$ cat config.mk
export PLATFORM = sky130hd
export DESIGN_NAME = rrf_tag_allocator
export DESIGN_NICKNAME = d
export VERILOG_FILES = /design/src/rtl/rrf_tag_allocator.sv
export SDC_FILE = /design/constraint.sdc
export NUM_CORES = 1
export LEC_CHECK = 0
export ABC_AREA = 1
export CORE_ASPECT_RATIO = 1.75
export CORE_MARGIN = 2
export CORE_UTILIZATION = 40
export DETAILED_ROUTE_END_ITERATION = 10
export PLACE_DENSITY = 0.67
export SLEW_MARGIN = 20
export SYNTH_ARGS = -nofsm -noshare
export SYNTH_HDL_FRONTEND = slang
export SYNTH_SLANG_ARGS = --single-unit
$ cat constraint.sdc
create_clock -name clk -period 6.6 [get_ports clk]
set_clock_uncertainty 0.1 [all_clocks]
set_input_delay 1.32 -clock clk [delete_from_list [all_inputs] [get_ports clk]]
set_output_delay 1.32 -clock clk [all_outputs]
set_load 0.05 [all_outputs]
$ cat src/rtl/rrf_tag_allocator.sv
// ============================================================================
//  Module   : rrf_tag_allocator
//  Purpose  : Free-list manager for RRF destination tags (dispatch alloc,
//             commit release) built on a circular FIFO plus a busy bitmap.
//  Revision : 1.0 - initial release
// ============================================================================
`default_nettype none

module rrf_tag_allocator #(
  parameter int NUM_TAGS = 16,
  parameter int TAG_W    = 4
) (
  input  logic                 clk,
  input  logic                 reset,
  input  logic                 flush,
  input  logic                 alloc_req,
  output logic                 alloc_valid,
  output logic [TAG_W-1:0]     alloc_tag,
  output logic                 alloc_fire,
  input  logic                 free_en,
  input  logic [TAG_W-1:0]     free_tag,
  output logic                 free_err,
  output logic [TAG_W:0]       free_count,
  output logic [NUM_TAGS-1:0]  busy_vec
);

  localparam logic [TAG_W:0] c_full_count = (TAG_W+1)'(NUM_TAGS);

  logic [TAG_W-1:0]    r_fifo [NUM_TAGS];
  logic [TAG_W-1:0]    r_head;
  logic [TAG_W-1:0]    r_tail;
  logic [TAG_W:0]      r_count;
  logic [NUM_TAGS-1:0] r_busy;
  logic                r_free_err;

  logic                w_alloc_valid;
  logic [TAG_W-1:0]    w_alloc_tag;
  logic                w_alloc_fire;
  logic                w_free_legal;
  logic [NUM_TAGS-1:0] w_busy_nxt;
  logic [TAG_W:0]      w_count_nxt;

  assign w_alloc_valid = (r_count != '0);
  assign w_alloc_tag   = r_fifo[r_head];
  assign w_alloc_fire  = alloc_req & w_alloc_valid;

  // Freeing the tag that is being handed out this very cycle is rejected.
  assign w_free_legal = free_en & r_busy[free_tag] &
                        ~(w_alloc_fire && (free_tag == w_alloc_tag));

  always_comb begin
    w_busy_nxt  = r_busy;
    w_count_nxt = r_count;
    if (w_alloc_fire) w_busy_nxt[w_alloc_tag] = 1'b1;
    if (w_free_legal) w_busy_nxt[free_tag]    = 1'b0;
    case ({w_alloc_fire, w_free_legal})
      2'b10:   w_count_nxt = r_count - 1'b1;
      2'b01:   w_count_nxt = r_count + 1'b1;
      default: w_count_nxt = r_count;
    endcase
  end

  always_ff @(posedge clk) begin
    if (reset || flush) begin
      r_head     <= '0;
      r_tail     <= '0;
      r_count    <= c_full_count;
      r_busy     <= '0;
      r_free_err <= 1'b0;
    end else begin
      if (w_alloc_fire) r_head <= r_head + 1'b1;
      if (w_free_legal) r_tail <= r_tail + 1'b1;
      r_count    <= w_count_nxt;
      r_busy     <= w_busy_nxt;
      r_free_err <= free_en & ~w_free_legal;
    end
  end

  always_ff @(posedge clk) begin
    if (reset || flush) begin
      for (int i = 0; i < NUM_TAGS; i++) r_fifo[i] <= TAG_W'(i);
    end else if (w_free_legal) begin
      r_fifo[r_tail] <= free_tag;
    end
  end

  assign alloc_valid = w_alloc_valid;
  assign alloc_tag   = w_alloc_tag;
  assign alloc_fire  = w_alloc_fire;
  assign free_err    = r_free_err;
  assign free_count  = r_count;
  assign busy_vec    = r_busy;

endmodule

`default_nettype wire

==> flow_summary_export.csv, run 1 <==
group,metric,value,unit
detailed_routing,viasPerCell,5.09,
worst_setup_path,r2r_cells,12,
detailed_routing,vias,4371,
finish,final_cell_area,5890,um^2
finish,area_growth_syn_to_layout,14.1,%
worst_setup_path,crit_chain,"inv_1 > nor2_1 > nand2_1 > nand3_1 > nand3_1 > nand2_1 > clkdlybuf4s50_1",
die,ioPinCount,37,
die,die_w,89.8,um
global_route,grt_pass1_vias,4324,
worst_setup_path,crit_fanout,21,
worst_setup_path,cp_slowest_cell,"clkdlybuf4s50_1",
clocking,postCtsHoldBufs,0,
synthesis,synth.largest_area_cell,"edfxtp_1",
clocking,cts_tree,"done",
placement,dpl_cell_area,5590,um^2
hold_path,worstHoldStart,"r_head[3]",
placement,pre_cts_ws,1.65,ns
synthesis,synth.most_common_cell,"nand2_1",
worst_setup_path,path_buf_inv,2,
synthesis,ys_seq_area_share,50.4,%
detailed_routing,routedWlPerCell,15.2,um
sta,tightest_slew,0.838,ns
power_and_ir_drop,p_leak,2.54,nW
finish,nFillCells,1201,
clocking,htree_levels,3,
clocking,clockRootBuffer,"clkbuf_16",
placement,hpwl,9430,um
clocking,clk_latency,0.35,ns
finish,register_area,2600,um^2
die,dieArea,13900,um^2
worst_setup_path,critPathKind,"register to primary output",
global_route,grt.overflow.total,0,
die,core,12500,um^2
clocking,ctsResizeCount,0,
sta,fmax,215,MHz
die,die_h,154,um
clocking,cts_setup_buffers,0,
global_route,grt_max_degree,45,
finish,fin_nets,701,
synthesis,synth_common_cells,"nand2_1 (195), nor2_1 (89), inv_1 (80)",
placement,io_buffers,36,
synthesis,synth_edf_count,64,
global_route,grt_pass1_wl,20800,um
worst_setup_path,start_kind,"register",
finish,n_antenna_cell,0,
synthesis,syn_area_per_cell,7.79,um^2
synthesis,synth_cells,662,
detailed_routing,antenna_left,0,
die,rows,54,
clocking,cts.sinks,98,
synthesis,synth_nets,677,
synthesis,synth_top_cell_area_share,37.3,%
synthesis,synth_seq_cells,98,
sta,drv_slew,0,
detailed_routing,drt_pass1_iterations,5,
detailed_routing,drtIter0Drc,290,
clocking,path_clk_slew,0.07,ns
sta,post-route-min-period,4.65,ns
sta,rsz0062_at_grt,"false",
worst_setup_path,r2r-end,"r_fifo[15][0]",
synthesis,synthTopCellsByArea,"edfxtp_1 (37%), nand2_1 (14%), dfxtp_1 (13%)",
finish,final_util,47.1,%
clocking,cts_buffer_depth,2,
clocking,cts_buffers,9,
sta,fin_ws,1.95,ns
worst_setup_path,reg2reg_slack,2.99,ns
sta,fin_crit_sh,70.4,%
global_route,grt.total_usage,19.1,%
finish,final_cells,859,
worst_setup_path,critical_path_required,5.18,ns
synthesis,syn_area,5160,um^2
hold_path,hold_class,"register to register",
power_and_ir_drop,fin_total_pwr,1.35,mW
worst_setup_path,crit_family,"buffers and inverters",
finish,multiInputGateArea,2050,um^2
sta,fin_setup_tns,0,ns
finish,drive_gt1_share,7.53,%
power_and_ir_drop,irDropWorstVdd,0.128,mV
hold_path,hold_path_depth,2,
sta,slew_headroom,43.8,%
synthesis,ys_warn_count,0,
run,max_cap_viol_count,0,
sta,finalHoldViolations,0,
placement,placed_cells,843,
detailed_routing,drc_errors,0,
sta,setup_viol_count_final,0,
synthesis,synth_cell_type_count,29,
worst_setup_path,endpoint_kind,"primary output",
synthesis,synthFlopType,"edfxtp_1",
power_and_ir_drop,powerDensity,230,nW/um^2
die,start_util,41.3,%
placement,gp_congestion,0.974,
detailed_routing,wl,13100,um
worst_setup_path,max_stage_delay,0.86,ns
synthesis,ys_async_sr_fraction,0,%
worst_setup_path,arrival,3.23,ns
run_status,status,"finished clean",
sta,worst_hold_slack,0.371,ns
global_route,grt_antenna_before_repair,0,
[layer usage]
layer	wire (um)	vias up	GRT usage [%]
met1	4750	2015	18.8
met2	7100	151	36.9
met5	0	-	0
met3	466	49	2.48
met4	775	0	12.7
li1	-	2156	-
[how the worst max path moves through the flow]
stage / cells past startpoint / start / end
after detailed placement: 23 / free_tag[0] / free_count[4]
after floorplan: 5 / free_count[0] / alloc_fire
final: 7 / register / alloc_tag[1]
after global routing: 23 / free_tag[0] / free_count[4]
after CTS: 4 / alloc_req / alloc_fire
after global placement: 23 / free_tag[0] / free_count[4]
[layout by cell type, fill, tap and decap left out, drive strengths merged]
cell,netlist,final
a21oi,8,8
buf,16,2
bufinv,0,1
clkbuf,9,10
clkdlybuf4s50,0,36
clkinv,1,2
clkinvlp,0,3
dfxtp,34,34
edfxtp,64,64
ha,6,6
inv,92,93
nand2,206,206
nand3,80,80
nand4,3,3
nor2,97,97
nor3,6,6
o211ai,18,18
o21ai,18,18
or2,1,1
xnor2,1,1
xor2,2,2
[kinds of logic after synthesis]
logic type,share of synthesized area (%)
simple gates,32.6
buf+inv,9.80
flops,50.4
compound gates,5.14
fa+ha+maj,1.46
xor+xnor,0.509
[worst reg2reg max path, stage by stage, from the launching register on]
cell and delay, ns:
dfxtp_1 0.68, inv_1 0.50, nand3_1 0.25, nand3_1 0.18, nand3_1 0.23, nand3_1 0.10
nand2_1 0.10, nor2_1 0.05, nand3_2 0.09, nand2_4 0.11, inv_2 0.27, nand2_2 0.13
o21ai_0 0.46
[sequential cells by signal, summed over array words and instances, names as in the netlist, named ones only]
| register | cells |
|---|---|
| r_fifo | 64 |
| busy_vec | 16 |
| free_count | 5 |
| r_head | 4 |
| r_tail | 4 |
| free_err | 1 |
[layout make-up]
type	instances	area share, %
well taps	168	3.57
repair buffers	38	6.37
multi-input cells	446	34.9
clock buffers	10	3.89
clock inverters	6	1.13
flip-flops and latches	98	44.2
inverters	93	5.97
[power by group]
group / internal, mW / switching (mW)
clock network: 0.295 / 0.237
logic: 0.0404 / 0.108
registers: 0.663 / 0.00944
(Power assumes the default switching activity.)
==> run 2, diff against run 1 <==
==> constraint.sdc (replaced) <==
create_clock -name clk -period 4.75 [get_ports clk]
set_clock_uncertainty 0.1 [all_clocks]
set_input_delay 0.95 -clock clk [delete_from_list [all_inputs] [get_ports clk]]
set_output_delay 0.95 -clock clk [all_outputs]
set_load 0.05 [all_outputs]
==> flow_summary_export.csv, run 2 (synthesis results as in run 1) <==
group,metric,value,unit
global_route,grt_pass1_wl,21400,um
global_route,grt_pass1_vias,4453,
global_route,grt_antenna_before_repair,0,
power_and_ir_drop,switching_power,0.497,mW
detailed_routing,viasPerCell,5.13,
worst_setup_path,r2r-end,"r_fifo[15][2]",
worst_setup_path,reg2reg_slack,1.28,ns
sta,fin_crit_sh,85.7,%
die,start_util,41.3,%
die,die_w,89.8,um
clocking,clk_latency,0.35,ns
clocking,cts_setup_buffers,0,
die,dieArea,13900,um^2
finish,nFillCells,1208,
placement,io_buffers,36,
detailed_routing,wl,13300,um
sta,post-route-min-period,4.07,ns
worst_setup_path,crit_fanout,21,
clocking,cts_buffer_depth,2,
worst_setup_path,critPathKind,"register to primary output",
power_and_ir_drop,irDropWorstVdd,0.168,mV
clocking,cts_tree,"done",
clocking,ctsResizeCount,0,
finish,top_register,"r_fifo",
power_and_ir_drop,intPower,1.36,mW
detailed_routing,antenna_left,0,
power_and_ir_drop,fin_total_pwr,1.85,mW
worst_setup_path,arrival,3.02,ns
sta,worst_hold_slack,0.376,ns
finish,final_cells,865,
power_and_ir_drop,power_frac_seq,50.2,%
worst_setup_path,crit_chain,"buf_4 > inv_1 > nand2_1 > nand3_1 > nand3_1 > nand2_1 > clkdlybuf4s50_1",
finish,area_growth_syn_to_layout,14.8,%
die,die_h,154,um
clocking,path_clk_slew,0.07,ns
global_route,grt.overflow.total,0,
sta,fin_setup_tns,0,ns
sta,drv_slew,0,
worst_setup_path,start_kind,"register",
worst_setup_path,cp_slowest_cell,"clkdlybuf4s50_1",
placement,placed_cells,849,
clocking,clockRootBuffer,"clkbuf_16",
sta,slew_headroom,50.8,%
worst_setup_path,r2r_cells,14,
power_and_ir_drop,comb_power_share,11.5,%
finish,final_cell_mix,"nand2_1 (195), nor2_1 (88), inv_1 (80)",
power_and_ir_drop,switching_share,26.8,%
finish,largest_reg_flops,64,
detailed_routing,drc_errors,0,
power_and_ir_drop,p_clk_share,38.2,%
worst_setup_path,max_stage_delay,0.87,ns
detailed_routing,drt_pass1_iterations,9,
clocking,postCtsHoldBufs,0,
sta,finalHoldViolations,0,
run_status,status,"finished clean",
global_route,grt_max_degree,44,
power_and_ir_drop,powerDensity,313,nW/um^2
placement,hpwl,9730,um
detailed_routing,vias,4440,
sta,setup_viol_count_final,0,
detailed_routing,drtIter0Drc,368,
sta,fmax,246,MHz
finish,fin_nets,707,
placement,dpl_cell_area,5640,um^2
worst_setup_path,crit_family,"buffers and inverters",
sta,rsz0062_at_grt,"false",
run,max_cap_viol_count,0,
global_route,grt.total_usage,19.6,%
power_and_ir_drop,p_leak,2.58,nW
hold_path,hold_class,"register to register",
clocking,cts.sinks,98,
hold_path,worstHoldStart,"r_head[3]",
finish,final_cell_area,5920,um^2
finish,layout_commonest_cell,"nand2_1",
finish,n_antenna_cell,0,
detailed_routing,routedWlPerCell,15.4,um
finish,drive_gt1_share,8.46,%
worst_setup_path,path_buf_inv,3,
die,rows,54,
clocking,htree_levels,3,
sta,tightest_slew,0.738,ns
die,core,12500,um^2
die,ioPinCount,37,
clocking,cts_buffers,9,
hold_path,hold_path_depth,2,
worst_setup_path,endpoint_kind,"primary output",
placement,gp_congestion,0.916,
worst_setup_path,critical_path_required,3.70,ns
-- run 2: worst min-delay path, stage by stage (launching register included) --
cell and delay, ns:
dfxtp_1 0.30, inv_1 0.06, a21oi_1 0.07
-- run 2: final cells by class --
class | count | area, um^2 | share of cell area [%]
multi-input combinational | 446 | 2050 | 34.7
timing repair buffer | 44 | 420 | 7.10
tap | 168 | 210 | 3.55
sequential | 98 | 2600 | 43.9
inverter | 93 | 352 | 5.93
clock inverter | 6 | 47.5 | 0.803
clock buffer | 10 | 239 | 4.03
-- run 2: worst max-delay path by stage --
| stage | from | to | depth (start not counted) |
|---|---|---|---|
| CTS | register | alloc_tag[1] | 7 |
| global placement | free_tag[1] | r_fifo[15][1] | 14 |
| finish | register | alloc_tag[1] | 7 |
| global route | register | alloc_tag[1] | 7 |
| floorplan | free_count[0] | alloc_fire | 5 |
| detailed placement | free_tag[1] | r_fifo[15][1] | 14 |
-- run 2: power by group through the flow --
stage | Sequential (mW) | Clock (mW) | Combinational, mW
finish | 0.931 | 0.708 | 0.214
global route | 0.932 | 0.744 | 0.234
CTS | 0.931 | 0.715 | 0.213
detailed placement | 0.950 | 0 | 0.212
global placement | 0.949 | 0 | 0.207
floorplan | 0.962 | 0 | 0.135
-- run 2: layer usage --
metal | track usage, % | wire length, um | vias to the layer above
li1 | - | - | 2171
met1 | 19.7 | 4720 | 2076
met2 | 38.9 | 7540 | 157
met3 | 2.39 | 449 | 36
met4 | 10.3 | 581 | 0
met5 | 0 | 0 | -
-- run 2: through the flow --
step	setup WS (ns)	utilization (%)
2_1_floorplan	1.47	-
3_3_place_gp	0.846	45.1
3_5_place_dp	0.720	45.1
4_1_cts	0.692	47.4
5_1_grt	0.559	47.4
6_report	0.680	47.4
==> run 3, diff against run 2 <==
--- a/config.mk
+++ b/config.mk
@@ -7,11 +7,11 @@
 export LEC_CHECK = 0
 export ABC_AREA = 1
 export CORE_ASPECT_RATIO = 1.75
-export CORE_MARGIN = 2
+export CORE_MARGIN = 1
 export CORE_UTILIZATION = 40
 export DETAILED_ROUTE_END_ITERATION = 10
 export PLACE_DENSITY = 0.67
-export SLEW_MARGIN = 20
+export SLEW_MARGIN = 10
 export SYNTH_ARGS = -nofsm -noshare
 export SYNTH_HDL_FRONTEND = slang
 export SYNTH_SLANG_ARGS = --single-unit
==> flow_summary_export.csv, run 3 (synthesis results as in run 1) <==
group,metric,value,unit
hold_path,holdPathEnd,"r_head[2]",
finish,n_antenna_cell,0,
finish,largest_reg_flops,64,
clocking,cts_buffer_depth,2,
run,max_cap_viol_count,0,
clocking,cts.sinks,98,
global_route,grt_antenna_before_repair,0,
sta,slew_headroom,52.6,%
clocking,cts_buffers,9,
clocking,clk_latency,0.34,ns
clocking,clockRootBuffer,"clkbuf_16",
clocking,path_clk_slew,0.06,ns
finish,top_register,"r_fifo",
global_route,grt_pass1_vias,4488,
worst_setup_path,reg2reg_slack,1.28,ns
die,dieArea,13400,um^2
worst_setup_path,critical_path_required,3.70,ns
worst_setup_path,endpoint_kind,"primary output",
worst_setup_path,crit_fanout,21,
global_route,grt.total_usage,21.3,%
placement,dpl_cell_area,5640,um^2
clocking,htree_levels,3,
sta,tightest_slew,0.710,ns
die,die_h,152,um
placement,gp_congestion,0.920,
global_route,grt_pass1_wl,21400,um
power_and_ir_drop,p_leak,2.57,nW
die,ioPinCount,37,
sta,rsz0062_at_grt,"false",
sta,finalHoldViolations,0,
detailed_routing,antenna_left,0,
worst_setup_path,critPathKind,"register to primary output",
detailed_routing,viasPerCell,5.20,
sta,fin_crit_sh,87.7,%
finish,final_cell_area,5900,um^2
finish,area_growth_syn_to_layout,14.4,%
finish,drive_gt1_share,8.03,%
clocking,postCtsHoldBufs,0,
run_status,status,"finished clean",
die,rows,54,
hold_path,hold_class,"register to register",
sta,setup_viol_count_final,0,
worst_setup_path,r2r_cells,14,
clocking,ctsResizeCount,0,
power_and_ir_drop,powerDensity,307,nW/um^2
sta,fin_setup_tns,0,ns
detailed_routing,routedWlPerCell,15.4,um
worst_setup_path,arrival,3.12,ns
detailed_routing,drtIter0Drc,415,
clocking,cts_setup_buffers,0,
die,die_w,87.8,um
hold_path,hold_path_depth,2,
sta,fmax,240,MHz
placement,io_buffers,36,
global_route,grt_max_degree,44,
detailed_routing,drc_errors,0,
die,start_util,41.3,%
worst_setup_path,start_kind,"register",
hold_path,worstHoldStart,"r_head[2]",
power_and_ir_drop,irDropWorstVdd,0.203,mV
worst_setup_path,r2r-end,"r_fifo[15][3]",
clocking,cts_tree,"done",
placement,hpwl,9690,um
die,core,12500,um^2
detailed_routing,drt_pass1_iterations,5,
finish,final_cell_mix,"nand2_1 (195), nor2_1 (88), inv_1 (80)",
detailed_routing,wl,13300,um
sta,drv_slew,0,
sta,post-route-min-period,4.17,ns
detailed_routing,vias,4497,
global_route,grt.overflow.total,0,
finish,layout_commonest_cell,"nand2_1",
finish,fin_nets,707,
[run 3: how the worst max path moves through the flow]
stage	from	endpoint	slack [ns]	depth (start not counted)
after floorplan	free_count[0]	alloc_fire	1.47	5
after global placement	free_tag[1]	r_fifo[15][1]	0.87	14
after detailed placement	free_tag[1]	r_fifo[15][1]	0.74	14
after CTS	register	alloc_tag[1]	0.62	7
after global routing	register	alloc_tag[1]	0.52	7
final	register	alloc_tag[1]	0.58	7
[run 3: worst max-delay path, cell delays in order, from the launching register on]
cell and delay [ns]:
dfxtp_1 0.31, buf_4 0.19, inv_1 0.54, nand3_1 0.24, nand3_1 0.16, nand3_1 0.18, nand2_1 0.28, clkdlybuf4s50_1 0.86
[run 3: metal layers]
| metal | GRT usage (%) | part of all wire [%] | routed length (um) |
|---|---|---|---|
| met3 | 2.49 | 4.4 | 589 |
| met2 | 40.2 | 56 | 7430 |
| met5 | 0 | 0 | 0 |
| met4 | 13.4 | 5.5 | 728 |
| met1 | 21.0 | 34 | 4570 |
[run 3: layout make-up]
cell class	instances	area [um^2]
clock buffers	11	233
clock inverters	5	31.3
fillers	1207	6600
inverters	93	352
multi-input cells	446	2050
flip-flops and latches	98	2600
well taps	168	210
repair buffers	44	420
[run 3: power breakdown]
group	internal [mW]	switching, mW
combinational	0.0596	0.156
sequential	0.921	0.00958
clock	0.354	0.309
total	1.33	0.474
[run 3: stage by stage]
stage               hold slack [ns]  instances  setup slack, ns  util [%]  total power [mW]
floorplan                     0.337        662             1.47         -              1.10
global placement              0.356        849            0.865      45.1              1.16
detailed placement            0.391        849            0.741      45.1              1.16
CTS                           0.401        865            0.622      47.2              1.82
global route                  0.441        865            0.519      47.2              1.87
finish                        0.402        865            0.583      47.2              1.81
